## src/rtl/iic_pkg.sv

```systemverilog
// iic_pkg: shared arbiter state encoding and default widths/limits for the IIC bus slice.
package iic_pkg;

    typedef enum logic [2:0] {
        ARB_IDLE,
        ARB_GRANT,
        ARB_START,
        ARB_BUSY,
        ARB_DONE
    } arb_state_t;

    localparam int IIC_ADDR_W = 16;
    localparam int IIC_DATA_W = 16;
    localparam logic [23:0] IIC_TIMEOUT_DEFAULT = 24'd2_000_000;

endpackage

```

## src/rtl/rr_pick.sv

```systemverilog
// rr_pick: combinational round-robin selector; searches from last+1 upward, wrapping at NUM_REQ.
module rr_pick #(
    parameter int NUM_REQ = 3,
    parameter int IDX_W   = $clog2(NUM_REQ)
) (
    input  logic [NUM_REQ-1:0] req,
    input  logic [IDX_W-1:0]   last,
    output logic [NUM_REQ-1:0] grant,
    output logic [IDX_W-1:0]   idx
);

    // Walk the offsets from farthest to nearest so the nearest valid requester overwrites.
    always_comb begin
        idx = '0;
        for (int k = NUM_REQ; k >= 1; k--)
            if (req[IDX_W'((int'(last) + k) % NUM_REQ)])
                idx = IDX_W'((int'(last) + k) % NUM_REQ);
        grant = '0;
        grant[idx] = |req;
    end

endmodule

```

## src/rtl/iic_arbiter.sv

```systemverilog
// iic_arbiter: round-robin sequencer sharing one iic_drive among NUM_REQ requesters.
// Define IIC_ARB_TIMEOUT_EN to add a START/BUSY watchdog of TIMEOUT_CYCLES.
module iic_arbiter
    import iic_pkg::*;
#(
    parameter int          NUM_REQ        = 3,
    parameter int          ADDR_W         = IIC_ADDR_W,
    parameter int          DATA_W         = IIC_DATA_W,
    parameter logic [23:0] TIMEOUT_CYCLES = IIC_TIMEOUT_DEFAULT
) (
    input  logic                      arb_clk,
    input  logic                      arb_rst,
    input  logic [NUM_REQ-1:0]        req_valid,
    input  logic [NUM_REQ-1:0]        req_rw_flag,
    input  logic [NUM_REQ*ADDR_W-1:0] req_word_addr,
    input  logic [NUM_REQ*DATA_W-1:0] req_wdata,
    output logic [NUM_REQ-1:0]        req_grant,
    output logic [NUM_REQ-1:0]        req_done,
    output logic                      req_ack_error,
    output logic [DATA_W-1:0]         req_rdata,
    output logic [NUM_REQ-1:0]        req_rdata_valid,
    output logic                      iic_start,
    output logic                      iic_rw_flag,
    output logic [ADDR_W-1:0]         iic_word_addr,
    output logic [DATA_W-1:0]         iic_wdata,
    input  logic                      iic_ready,
    input  logic [DATA_W-1:0]         iic_rdata,
    input  logic                      iic_rdata_valid,
    input  logic                      iic_ack_error
);

    localparam int IDX_W = $clog2(NUM_REQ);

    arb_state_t         state, state_next;
    logic [IDX_W-1:0]   last, pick_idx;
    logic [NUM_REQ-1:0] pick_grant;
    logic               sticky, active, take, timeout;

    assign active = state == ARB_START || state == ARB_BUSY;
    assign take   = state == ARB_IDLE && state_next == ARB_GRANT;

`ifdef IIC_ARB_TIMEOUT_EN
    logic [23:0] cnt;
    assign timeout = active && cnt == TIMEOUT_CYCLES - 24'd1;
    always_ff @(posedge arb_clk or posedge arb_rst)
        if (arb_rst) cnt <= '0;
        else         cnt <= active ? cnt + 24'd1 : '0;
`else
    logic unused_timeout;
    assign unused_timeout = ^TIMEOUT_CYCLES;
    assign timeout = 1'b0;
`endif

    rr_pick #(.NUM_REQ(NUM_REQ), .IDX_W(IDX_W)) u_pick (
        .req   (req_valid),
        .last  (last),
        .grant (pick_grant),
        .idx   (pick_idx)
    );

    always_ff @(posedge arb_clk or posedge arb_rst)
        if (arb_rst) state <= ARB_IDLE;
        else         state <= state_next;

    always_comb begin
        state_next = state;
        case (state)
            ARB_IDLE:  state_next = (|req_valid && iic_ready) ? ARB_GRANT : ARB_IDLE;
            ARB_GRANT: state_next = ARB_START;
            ARB_START: state_next = timeout ? ARB_DONE : (!iic_ready ? ARB_BUSY : ARB_START);
            ARB_BUSY:  state_next = (timeout || iic_ready) ? ARB_DONE : ARB_BUSY;
            default:   state_next = ARB_IDLE;
        endcase
    end

    // Command fields are captured only at the IDLE->GRANT step; later field changes are ignored.
    always_ff @(posedge arb_clk or posedge arb_rst)
        if (arb_rst) begin
            last            <= IDX_W'(NUM_REQ - 1);
            req_grant       <= '0;
            req_done        <= '0;
            req_ack_error   <= 1'b0;
            req_rdata       <= '0;
            req_rdata_valid <= '0;
            iic_start       <= 1'b0;
            iic_rw_flag     <= 1'b0;
            iic_word_addr   <= '0;
            iic_wdata       <= '0;
            sticky          <= 1'b0;
        end else begin
            req_done        <= '0;
            req_rdata_valid <= '0;
            req_ack_error   <= 1'b0;
            iic_start       <= state_next == ARB_START;
            if (take) begin
                req_grant     <= pick_grant;
                last          <= pick_idx;
                iic_rw_flag   <= req_rw_flag[pick_idx];
                iic_word_addr <= req_word_addr[int'(pick_idx) * ADDR_W +: ADDR_W];
                iic_wdata     <= req_wdata[int'(pick_idx) * DATA_W +: DATA_W];
            end
            if (active) begin
                sticky <= sticky | iic_ack_error;
                if (iic_rdata_valid) begin
                    req_rdata       <= iic_rdata;
                    req_rdata_valid <= req_grant;
                end
                if (state_next == ARB_DONE) begin
                    req_done      <= req_grant;
                    req_ack_error <= sticky | iic_ack_error | timeout;
                end
            end
            if (state == ARB_DONE) begin
                req_grant <= '0;
                sticky    <= 1'b0;
            end
        end

endmodule
```

## config.mk

```make
export PLATFORM = sky130hd
export DESIGN_NAME = iic_arbiter
export DESIGN_NICKNAME = d
export VERILOG_FILES = /design/src/rtl/iic_pkg.sv /design/src/rtl/rr_pick.sv /design/src/rtl/iic_arbiter.sv
export SDC_FILE = /design/constraint.sdc
export NUM_CORES = 1
export LEC_CHECK = 0
export BUFFER_PORTS_ARGS = -buffer_cell sky130_fd_sc_hd__buf_4
export CAP_MARGIN = 30
export CORE_ASPECT_RATIO = 1.2
export CORE_UTILIZATION = 25
export CTS_CLUSTER_DIAMETER = 30
export CTS_CLUSTER_SIZE = 10
export DETAILED_ROUTE_END_ITERATION = 10
export SETUP_SLACK_MARGIN = 0.05
export SLEW_MARGIN = 0
export SYNTH_ARGS = -nofsm -noshare
export SYNTH_HDL_FRONTEND = slang
export SYNTH_SLANG_ARGS = --single-unit
```

## constraint.sdc

```tcl
create_clock -name arb_clk -period 2.13 [get_ports arb_clk]
set_input_delay 0.426 -clock arb_clk [delete_from_list [all_inputs] [get_ports arb_clk]]
set_output_delay 0.426 -clock arb_clk [all_outputs]
set_load 0.1 [all_outputs]
```

==> metrics.csv <==
metric,value,unit
first_pass_iters,4,
numCtsBuffers,9,
clk_latency,330,ps
fillers,1245,
holdWs,176,ps
top_level_ports,183,
dieArea,14400,µm²
slew_violations,0,
drt_iter0_drc,111,
synth_commonest_cells,"dfrtp_1, nand2_1, nand4_1, mux2i_1, o211ai_2",
grt_max_degree,28,
synth_largest_area_cell,dfrtp_1,
ys_ff_latch,66,
async_flop_share,100,%
dieHeight,131,µm
areaGrowthSynthToFinish,70.7,%
holdBufCountCts,0,
clock-root-buffer,clkbuf_16,
die_w,110,µm
drive_above_1_share,62.9,%
synthesis.area,3480,µm²
num_rows,46,
track_usage,15.9,%
ant_nets,0,
grt_overflow,0,
setup_viol,0,
antenna_found_initial,0,
crit_type,register to register,
synth_cells,300,
ys_types,38,
synth_top_area_share,46.8,%
yosys_warnings,0,
core,13400,µm²
path_clk_slew,60,ps
syn_avg_cell_area,11.6,µm²
portBuffers,182,
cts_htree_levels,3,
r2r_cells,8,
fin_skew,7.74,ps
rsz0062_at_grt,yes,
slew_headroom,54.2,%
cp_data_required_time,2340,ps
cts_tree,done,
yosysSeqAreaShare,47.5,%
status,"finished, final reports clean",
cp_max_fo,6,
antenna_cells,0,
synth_ff_type,dfrtp_1,
grt_pass1_vias,3420,
vias_per_cell,4.79,
nNetsFinal,622,
rrSetupSlack,30,ps
yosysMostFrequentCell,dfrtp_1,
synth_nets,426,
grt_pass1_wl,17600,µm
num_vias,3206,
drt-total-wl,11300,µm
cts_sinks,66,
synth_edf_count,0,
start_util,25.9,%
min_path_type,input port to async pin,
cap_viol_max_count,0,
worstSetupStartpointType,register,
rr_endpoint,iic_word_addr[13]$_DFFE_PP0P_,
worst_pin_slew,685,ps
gp_congestion,0.844,
cp.arrival,2300,ps
hold_viol,0,
fmax,0.477,GHz
endpoint_kind,register,
rr_startpoint,last[1]$_DFFE_PP1P_,
drc,0,
fin_crit,2100,ps
clockBufferDepth,2,
place_hpwl,7780,µm
post_drt_wl_per_cell,17.0,µm
period_share,98.5,%
synth_area_leaders,"dfrtp_1, o211ai_2, mux2i_1",
==> kinds of logic (layout without fill, tap and decap cells) <==
group | after synthesis | after routing | synth area share (%)
simple gates | 101 | 101 | 15.3
mux | 49 | 49 | 14.7
buf+inv | 31 | 232 | 5.11
fa+ha+maj | 3 | 3 | 1.08
compound gates | 50 | 50 | 16.3
flops | 66 | 66 | 47.5
==> state kept, by name (all words and copies together) (netlist names) <==
name             count
req_rdata           16
state                3
last                 2
iic_word_addr       16
iic_start            1
sticky               1
req_grant            3
req_done             3
req_rdata_valid      3
req_ack_error        1
iic_rw_flag          1
iic_wdata           16
==> worst max-delay path by stage <==
stage | start | endpoint | cells after the start
CTS | last[1]$_DFFE_PP1P_ | iic_wdata[2]$_DFFE_PP0P_ | 9
floorplan | arb_rst | iic_rw_flag$_DFFE_PP0P_ | 1
global placement | last[0]$_DFFE_PP0P_ | iic_wdata[7]$_DFFE_PP0P_ | 8
global route | last[1]$_DFFE_PP1P_ | iic_word_addr[13]$_DFFE_PP0P_ | 8
finish | last[1]$_DFFE_PP1P_ | iic_word_addr[13]$_DFFE_PP0P_ | 8
detailed placement | last[0]$_DFFE_PP0P_ | iic_wdata[7]$_DFFE_PP0P_ | 8
==> critical path, cell delays in order, from the launching register on <==
cell and delay (ps):
dfstp_2 570, ha_4 230, nor2b_4 150, a31oi_4 50, o221ai_4 270, buf_12 200
clkbuf_16 180, mux2i_2 230, o211ai_2 90
==> layout by cell type, fill, tap and decap left out, types with 3 or more instances in the layout <==
cell type / instances
a21oi_1: 3
and2_1: 3
and3_1: 5
buf_12: 5
buf_16: 4
buf_4: 195
bufinv_16: 3
clkbuf_16: 11
dfrtp_1: 65
ha_4: 3
inv_1: 4
mux2_2: 16
mux2i_1: 7
mux2i_2: 15
mux2i_4: 11
nand2_1: 40
nand3_1: 4
nand4_1: 34
nor2_1: 3
o211ai_1: 3
o211ai_2: 31
==> cell type report <==
| type | instances | area, µm² | area share (%) |
|---|---|---|---|
| Clock inverter | 6 | 115 | 1.94 |
| Tap cell | 168 | 210 | 3.54 |
| Timing Repair Buffer | 209 | 1760 | 29.7 |
| Sequential cell | 66 | 1650 | 27.8 |
| Clock buffer | 10 | 229 | 3.86 |
| Inverter | 7 | 28.8 | 0.485 |
| Multi-Input combinational cell | 203 | 1940 | 32.7 |
==> routing by layer <==
layer	part of all wire, %	GRT usage [%]
met5	0	0
met4	1.9	6.00
met3	6.3	3.77
met2	52	28.6
met1	39	17.5
==> stage by stage <==
step | instances | instance area, µm² | setup WS (ps) | setup TNS, ps | util [%]
after floorplan | 300 | 3480 | 50.8 | 0 | -
after global placement | 640 | 5070 | 74.3 | 0 | 37.8
after detailed placement | 640 | 5070 | -5.07 | -5.07 | 37.8
after CTS | 664 | 5680 | 37.0 | 0 | 42.3
after global routing | 669 | 5940 | -28.2 | -371 | 44.3
final | 669 | 5940 | 31.5 | 0 | 44.3
==> timing repair <==
action,CTS,global route
gates resized for setup,21,42
endpoints found under the hold margin,0,0
buffers inserted,4,4
cloned,4,2
endpoints found under the setup margin,33,34
pin swaps,8,6
Power is left out: the tool's default activity adds up to more than one toggle a clock period on the data nets, which glitch-free logic cannot reach.
